==> config.mk <==
export PLATFORM = sky130hd
export DESIGN_NAME = capture_gate_flat
export DESIGN_NICKNAME = d
export VERILOG_FILES = /design/src/rtl/capture_gate_if.sv /design/src/rtl/capture_gate.sv /design/src/flat_wrapper.sv
export SDC_FILE = /design/constraint.sdc
export NUM_CORES = 1
export LEC_CHECK = 0
export ABC_CLOCK_PERIOD_IN_PS = 13200
export BUFFER_PORTS_ARGS = -buffer_cell sky130_fd_sc_hd__buf_4
export CORE_ASPECT_RATIO = 0.6
export CORE_MARGIN = 3
export CORE_UTILIZATION = 40
export CTS_CLUSTER_DIAMETER = 100
export DETAILED_ROUTE_END_ITERATION = 6
export GPL_TIMING_DRIVEN = 0
export PLACE_DENSITY = 0.77
export SYNTH_ARGS = -nofsm -noshare
export SYNTH_HDL_FRONTEND = slang
export SYNTH_SLANG_ARGS = --single-unit
==> constraint.sdc <==
create_clock -name aclk -period 13.2 [get_ports aclk]
set_input_delay 1.32 -clock aclk [delete_from_list [all_inputs] [get_ports aclk]]
set_output_delay 1.32 -clock aclk [all_outputs]
set_load 0.02 [all_outputs]
==> src/rtl/capture_gate_if.sv <==
// AXI4-Stream style beat bundle used on both sides of capture_gate.
// Handshake: a beat transfers on a rising aclk edge where tvalid and tready
// are both high; once tvalid is raised, tdata/tlast hold until that edge.
interface capture_gate_if #(
  parameter int DATA_WIDTH = 128
);
  logic [DATA_WIDTH-1:0] tdata;
  logic                  tvalid;
  logic                  tready;
  logic                  tlast;

  // Producer side of the stream.
  modport master (
    output tdata,
    output tvalid,
    output tlast,
    input  tready
  );

  // Consumer side; the ADC source carries no framing, so tlast is not read.
  modport slave (
    input  tdata,
    input  tvalid,
    output tready
  );
endinterface

==> src/rtl/capture_gate.sv <==
// capture_gate: gates a free-running ADC beat stream into one framed capture.
// Flow: arm (latch config) -> wait for trigger -> skip trig_delay valid beats
// (counting the trigger-cycle beat) -> forward capture_len beats through a
// one-deep output register, tlast on the final one. The source never stalls,
// so a beat arriving while the register is full and stalled is dropped and
// flagged on the sticky overflow_o; dropped beats are not counted, so the
// capture always delivers exactly capture_len beats.
module capture_gate #(
  parameter int DATA_WIDTH = 128,
  parameter int LEN_WIDTH  = 16
) (
  input  logic                 aclk,
  input  logic                 aresetn,
  capture_gate_if.slave        s_axis,
  capture_gate_if.master       m_axis,
  input  logic                 arm_i,
  input  logic                 trig_i,
  input  logic                 abort_i,
  input  logic [LEN_WIDTH-1:0] trig_delay_i,
  input  logic [LEN_WIDTH-1:0] capture_len_i,
  output logic                 busy_o,
  output logic                 done_o,
  output logic                 overflow_o,
  output logic [LEN_WIDTH-1:0] beat_count_o,
  output logic [2:0]           state_dbg_o
);

  localparam logic [LEN_WIDTH-1:0] ONE = {{(LEN_WIDTH-1){1'b0}}, 1'b1};

  typedef enum logic [2:0] {
    S_IDLE  = 3'd0,
    S_ARMED = 3'd1,
    S_DELAY = 3'd2,
    S_CAPT  = 3'd3,
    S_DRAIN = 3'd4,
    S_DONE  = 3'd5
  } state_t;

  // Reset: asserts immediately, releases two aclk edges after aresetn rises.
  logic [1:0] rst_sync_q;
  logic       rst_n;

  // Reset synchroniser: async assert, sync deassert.
  always_ff @(posedge aclk or negedge aresetn) begin
    if (!aresetn) rst_sync_q <= 2'b00;
    else          rst_sync_q <= {rst_sync_q[0], 1'b1};
  end

  assign rst_n = rst_sync_q[1];

  state_t                state_q, state_d;
  logic [LEN_WIDTH-1:0]  delay_q, delay_d;
  logic [LEN_WIDTH-1:0]  len_q, len_d;
  logic [LEN_WIDTH-1:0]  cnt_q, cnt_d;
  logic [LEN_WIDTH-1:0]  cnt_inc;
  logic [DATA_WIDTH-1:0] data_q;
  logic                  valid_q;
  logic                  last_q;
  logic                  ovf_q;
  logic                  done_q, done_d;

  logic hs;          // output beat leaves on this edge
  logic slot_free;   // output register can take a new beat this edge
  logic capt_en;     // incoming valid beat belongs to the capture window
  logic load;        // beat is written into the output register
  logic load_last;   // the loaded beat completes the capture
  logic drop;        // beat lost to backpressure
  logic arm_take;    // configuration latched this edge
  logic force_last;  // abort while a beat is stuck in the register

  assign hs        = valid_q & m_axis.tready;
  assign slot_free = ~valid_q | m_axis.tready;
  assign cnt_inc   = cnt_q + ONE;

  // Next-state and control decode; abort wins over arm and trig.
  always_comb begin
    state_d    = state_q;
    delay_d    = delay_q;
    len_d      = len_q;
    cnt_d      = cnt_q;
    done_d     = hs & last_q;
    capt_en    = 1'b0;
    arm_take   = 1'b0;
    force_last = 1'b0;
    load       = 1'b0;
    load_last  = 1'b0;
    drop       = 1'b0;

    case (state_q)
      S_IDLE, S_DONE: begin
        if (abort_i) begin
          state_d = S_IDLE;
        end else if (arm_i) begin
          arm_take = 1'b1;
          state_d  = S_ARMED;
          delay_d  = trig_delay_i;
          len_d    = (capture_len_i == '0) ? ONE : capture_len_i;
          cnt_d    = '0;
        end
      end
      S_ARMED: begin
        if (abort_i) begin
          state_d = S_IDLE;
        end else if (trig_i) begin
          if (delay_q == '0) begin
            // The beat in the trigger cycle is the first captured beat.
            state_d = S_CAPT;
            capt_en = 1'b1;
          end else begin
            // The trigger-cycle beat is the first skipped beat.
            if (s_axis.tvalid) delay_d = delay_q - ONE;
            state_d = (s_axis.tvalid && delay_q == ONE) ? S_CAPT : S_DELAY;
          end
        end
      end
      S_DELAY: begin
        if (abort_i) begin
          state_d = S_IDLE;
        end else if (s_axis.tvalid) begin
          delay_d = delay_q - ONE;
          if (delay_q == ONE) state_d = S_CAPT;
        end
      end
      S_CAPT: begin
        if (abort_i) begin
          // A stalled beat is closed off with tlast; an empty (or emptying)
          // register means there is nothing left to frame.
          if (valid_q && !m_axis.tready) begin
            force_last = 1'b1;
            state_d    = S_DRAIN;
          end else begin
            state_d = S_IDLE;
          end
        end else begin
          capt_en = 1'b1;
        end
      end
      S_DRAIN: begin
        if (hs) state_d = S_DONE;
      end
      default: state_d = S_IDLE;
    endcase

    if (capt_en && s_axis.tvalid) begin
      if (slot_free) begin
        load      = 1'b1;
        cnt_d     = cnt_inc;
        load_last = (cnt_inc == len_q);
        if (load_last) state_d = S_DRAIN;
      end else begin
        drop = 1'b1;
      end
    end
  end

  // FSM state and counters.
  always_ff @(posedge aclk or negedge rst_n) begin
    if (!rst_n) begin
      state_q <= S_IDLE;
      delay_q <= '0;
      len_q   <= '0;
      cnt_q   <= '0;
      done_q  <= 1'b0;
    end else begin
      state_q <= state_d;
      delay_q <= delay_d;
      len_q   <= len_d;
      cnt_q   <= cnt_d;
      done_q  <= done_d;
    end
  end

  // Sticky overflow, cleared only by a new arm.
  always_ff @(posedge aclk or negedge rst_n) begin
    if (!rst_n)        ovf_q <= 1'b0;
    else if (arm_take) ovf_q <= 1'b0;
    else if (drop)     ovf_q <= 1'b1;
  end

  // One-deep output register; contents hold while stalled.
  always_ff @(posedge aclk or negedge rst_n) begin
    if (!rst_n) begin
      valid_q <= 1'b0;
      last_q  <= 1'b0;
      data_q  <= '0;
    end else if (load) begin
      valid_q <= 1'b1;
      last_q  <= load_last;
      data_q  <= s_axis.tdata;
    end else if (hs) begin
      valid_q <= 1'b0;
      last_q  <= 1'b0;
    end else if (force_last) begin
      last_q  <= 1'b1;
    end
  end

  assign s_axis.tready = 1'b1;
  assign m_axis.tdata  = data_q;
  assign m_axis.tvalid = valid_q;
  assign m_axis.tlast  = last_q;

  assign busy_o       = (state_q != S_IDLE);
  assign done_o       = done_q;
  assign overflow_o   = ovf_q;
  assign beat_count_o = cnt_q;
  assign state_dbg_o  = state_q;

endmodule

==> src/flat_wrapper.sv <==
// flat-port wrapper written by rule: the top's interface ports become plain ports
module capture_gate_flat 
#(
  parameter int DATA_WIDTH = 128,
  parameter int LEN_WIDTH  = 16
)
  (aclk, aresetn, arm_i, trig_i, abort_i, trig_delay_i, capture_len_i, busy_o, done_o, overflow_o, beat_count_o, state_dbg_o, s_axis_tdata, s_axis_tvalid, s_axis_tready, m_axis_tdata, m_axis_tvalid, m_axis_tlast, m_axis_tready);
  capture_gate_if #(.DATA_WIDTH(DATA_WIDTH)) s_axis_i ();
  capture_gate_if #(.DATA_WIDTH(DATA_WIDTH)) m_axis_i ();
  input  logic aclk;
  input  logic aresetn;
  input  logic arm_i;
  input  logic trig_i;
  input  logic abort_i;
  input  logic [LEN_WIDTH-1:0] trig_delay_i;
  input  logic [LEN_WIDTH-1:0] capture_len_i;
  output logic busy_o;
  output logic done_o;
  output logic overflow_o;
  output logic [LEN_WIDTH-1:0] beat_count_o;
  output logic [2:0] state_dbg_o;
  input wire logic [$bits(s_axis_i.tdata)-1:0] s_axis_tdata;
  input wire logic [$bits(s_axis_i.tvalid)-1:0] s_axis_tvalid;
  output wire logic [$bits(s_axis_i.tready)-1:0] s_axis_tready;
  output wire logic [$bits(m_axis_i.tdata)-1:0] m_axis_tdata;
  output wire logic [$bits(m_axis_i.tvalid)-1:0] m_axis_tvalid;
  output wire logic [$bits(m_axis_i.tlast)-1:0] m_axis_tlast;
  input wire logic [$bits(m_axis_i.tready)-1:0] m_axis_tready;
  assign s_axis_i.tdata = s_axis_tdata;
  assign s_axis_i.tvalid = s_axis_tvalid;
  assign s_axis_tready = s_axis_i.tready;
  assign m_axis_tdata = m_axis_i.tdata;
  assign m_axis_tvalid = m_axis_i.tvalid;
  assign m_axis_tlast = m_axis_i.tlast;
  assign m_axis_i.tready = m_axis_tready;
  capture_gate #(.DATA_WIDTH(DATA_WIDTH), .LEN_WIDTH(LEN_WIDTH)) u_core (.aclk(aclk), .aresetn(aresetn), .s_axis(s_axis_i), .m_axis(m_axis_i), .arm_i(arm_i), .trig_i(trig_i), .abort_i(abort_i), .trig_delay_i(trig_delay_i), .capture_len_i(capture_len_i), .busy_o(busy_o), .done_o(done_o), .overflow_o(overflow_o), .beat_count_o(beat_count_o), .state_dbg_o(state_dbg_o));
endmodule
==> summary.md <==
The flow ran to the end, and the final reports show no timing, DRC or antenna violations. The final-report hold violation count was 0. The origin of the critical flop-to-flop path was u_core.beat_count_o[0]. Summed over all cells, the static leakage comes to 0.00629 µW. The first global-routing pass estimated 40.0 mm of wire. Yosys mapped the design onto 69 distinct sky130hd cell types.

The worst slew margin relative to its limit is 40.7%, and the area added between synthesis and finish is 40.3%. In the synthesized netlist, the number of instances is 928. For this run, the leading register cell type out of synthesis is dfrtp_1.

Setup repair after global routing left no endpoint under its margin. For this run, the total global-route usage over all layers was measured as 22.5%. The fraction of final layout cells sized beyond drive strength 1 is 32.1%. The cell chosen for the clock root was clkbuf_16.

Timing would allow up to 318 MHz. Across the routed clock network, the largest skew measured is 0.0142 ns. The logs give 85.1 µV for the worst-case vdd ir drop and 0 for the hold-fix buffer count after cts. Gates resized during post-CTS repair numbered 0. The post-layout minimum cycle time was 3.15 ns. End point of the critical path: u_core.state_dbg_o[1]. Max capacitance violation total: 0.

STA puts the critical path data arrival time at 3.46 ns. The routed via count was 7748. The count of buffers added on input and output ports is 318. The endpoint of the lowest-slack register-to-register path is u_core.state_dbg_o[1]. The final critical path takes up 23.8% of the cycle. The synthesized design contains 0 enable-type register cells. In this run the core area contains 40 standard-cell rows. Of all flip-flops after synthesis, the portion carrying an async set or reset was 100%. For the number of top-level pins, the log shows 320. Once the floorplan was initialized, standard cells occupied 41.2% of the core. The average instance in the mapped netlist occupies 8.97 µm².

The tools report the net count reported at finish as 1439. Setup violations remaining at the end of the flow were counted as 0. In this run, the number of DRC markers left after iteration 0 of detailed routing was 534. For the worst flop-to-flop path, the logic depth is 8. The worst setup path is launched from a flop. The setup slack of the worst register-to-register path came out at 10.05 ns. The critical path launch point was u_core.beat_count_o[0]. The antenna violation net count after detailed routing is 0, and the worst-margin pin slew is 0.890 ns. The total detailed-routing wirelength is 26.2 mm.

The path type of the worst setup path is reg2reg. After legalization and detailed placement, the total HPWL measured 20.2 mm. The run gives 0.947 as the placer congestion estimate. The number of H-tree branching levels was 4; the buffers inserted during post-CTS setup optimization was 0.

The logs give 20200 µm² for the core area and 0 for the warning count from the yosys run. STA classifies the critical path endpoint as a flop. The tools report the number of max-slew violations in the final report as 0. The tree built by TritonCTS fans out to 185 sinks. The full die area is 22600 µm². For this run, the register share of the synthesized area comes to 55.6%.

The floorplan die width is 192 µm, and the total power is 1530 µW. After clock tree synthesis, the clock-pin slew on the worst setup and hold paths is 0.06 ns. The antenna diode count is 0, and the clock buffer count from CTS is 17. The first TritonRoute pass finished after 5 iterations. Summed over all layers, the global routing overflow is 0. The tools report the total negative setup slack as 0 ns. Cell with the largest stage delay on the worst path: nor3_1.

Largest driver fanout on the critical path: 10. The netlist area before placement was 8330 µm²; the detail-routed via count per cell was 4.99. The via count of the first global-routing pass came out at 7304. Entering global routing, the biggest net connects 68 pins. The number of antenna violations at the first check in global routing was 0; the vertical die dimension was 118 µm.

The type of the worst min-delay path is reg2reg. Counting along the longest clock path gives a buffer depth of 2. For the worst setup path, the data required time is 13.51 ns. For this run, the slowest stage of the critical path takes 0.58 ns. Flip-flop and latch count after synthesis: 185. The average detailed-routed wire length per instance is 16.8 µm, and the ratio of total power to cell area is 131 nW/µm². Measured on the finished design, the core utilization comes to 57.8%.

TritonCTS built the clock tree. The number of cells on the worst hold path was 0. The signal on the critical path passes through ha_1, nand3_2, nor3_1, xnor2_1, o211ai_1, nor4_1, nand4_2, and3b_1. The final routed DRC violation total was 0; the clock insertion delay at the later pin of the skew report was 0.43 ns.
==> critical path, delay by kind of cell, from the launching register on <==
family | cells | cell delay [ns]
simple gates | 5 | 1.81
flops | 1 | 0.55
compound gates | 1 | 0.12
fa+ha+maj | 1 | 0.36
xor+xnor | 1 | 0.20
==> stage by stage <==
stage	hold WS, ns	setup slack (ns)	std cells	cell area (µm²)
finish	0.357	10.05	1554	11700
global route	0.367	9.84	1554	11700
CTS	0.361	10.04	1554	11700
detailed placement	0.339	9.59	1522	11100
global placement	0.335	5.41	1520	11100
floorplan	0.331	7.66	929	8330
==> Yosys cell counts, types with 3 or more instances <==
master	number	area, µm²
a21oi_1	25	125
a22oi_1	4	30.0
a31oi_1	5	31.3
and3_1	3	18.8
buf_2	18	90.1
buf_4	4	30.0
buf_6	3	33.8
clkbuf_1	23	86.3
dfrtp_1	185	4630
ha_1	4	50.1
inv_1	8	30.0
mux2_2	15	169
nand2_1	411	1540
nand2b_1	3	18.8
nand3_1	11	55.1
nand3b_1	3	22.5
nor2_1	41	154
nor2_4	3	33.8
nor2b_1	3	18.8
nor3_1	14	70.1
nor4_1	10	62.6
o21ai_0	30	150
o21ai_1	6	30.0
o22a_1	8	70.1
o31ai_1	3	22.5
o41ai_1	4	35.0
or3_1	6	37.5
xnor2_1	16	140
xor2_1	8	70.1
==> area by class of cell <==
type	count	area [µm²]
Tap cell	273	342
Sequential cell	185	4630
Clock buffer	23	468
Timing Repair Buffer	320	2440
Inverter	8	30.0
Buffer	49	254
Clock inverter	9	92.6
Multi-Input combinational cell	687	3420
Fill cell	1812	8540
==> power breakdown <==
part,switching (µW),internal [µW]
clock network,220,272
registers,60.5,641
logic,182,157
total,463,1070
==> worst min-delay path by stage <==
stage                                    start              endpoint  slack [ns]
after global routing      u_core.rst_sync_q[0]  u_core.rst_sync_q[1]        0.37
after floorplan           u_core.rst_sync_q[0]  u_core.rst_sync_q[1]        0.33
after detailed placement  u_core.rst_sync_q[0]  u_core.rst_sync_q[1]        0.34
after global placement    u_core.rst_sync_q[0]  u_core.rst_sync_q[1]        0.33
after CTS                 u_core.rst_sync_q[0]  u_core.rst_sync_q[1]        0.36
final                     u_core.rst_sync_q[0]  u_core.rst_sync_q[1]        0.36
==> state kept, by name, summed over array words and instances, names as in the netlist <==
name	cells
u_core.beat_count_o	16
u_core.delay_q	16
u_core.done_o	1
u_core.len_q	16
u_core.m_axis.tdata	128
u_core.m_axis.tlast	1
u_core.m_axis.tvalid	1
u_core.overflow_o	1
u_core.rst_sync_q	2
u_core.state_dbg_o	3
==> kinds of logic (layout without fill, tap and decap cells) <==
kind of cell | count (synthesis) | after routing | synth area share [%]
buf+inv | 57 | 409 | 3.41
mux | 16 | 16 | 2.15
other cells | 1 | 2 | 0.0450
fa+ha+maj | 4 | 4 | 0.601
compound gates | 110 | 110 | 8.52
flops | 185 | 185 | 55.6
xor+xnor | 24 | 24 | 2.52
simple gates | 531 | 531 | 27.1
==> cell usage in the layout, fill, tap and decap left out, drive strengths merged, types with 3 or more instances in the layout <==
master    Yosys  layout
a21oi        25      25
a22oi         4       4
a31oi         5       5
and3          4       4
buf          25     345
clkbuf       24      47
clkinv        0       4
clkinvlp      0       3
dfrtp       185     185
ha            4       4
inv           8       9
mux2         15      15
nand2       414     414
nand2b        3       3
nand3        14      14
nand3b        3       3
nand4         3       3
nor2         45      45
nor2b         3       3
nor3         15      15
nor4         10      10
o21ai        36      36
o22a          8       8
o31ai         3       3
o41ai         4       4
or3           7       7
xnor2        16      16
xor2          8       8
==> layer usage <==
layer / vias up / global-route usage, % / wire, µm
li1: 3720 / - / -
met1: 3717 / 32.1 / 11800
met2: 286 / 32.9 / 11600
met3: 25 / 8.04 / 2340
met4: 0 / 5.14 / 382
met5: - / 0 / 0
Power figures use the tool's default switching activity.
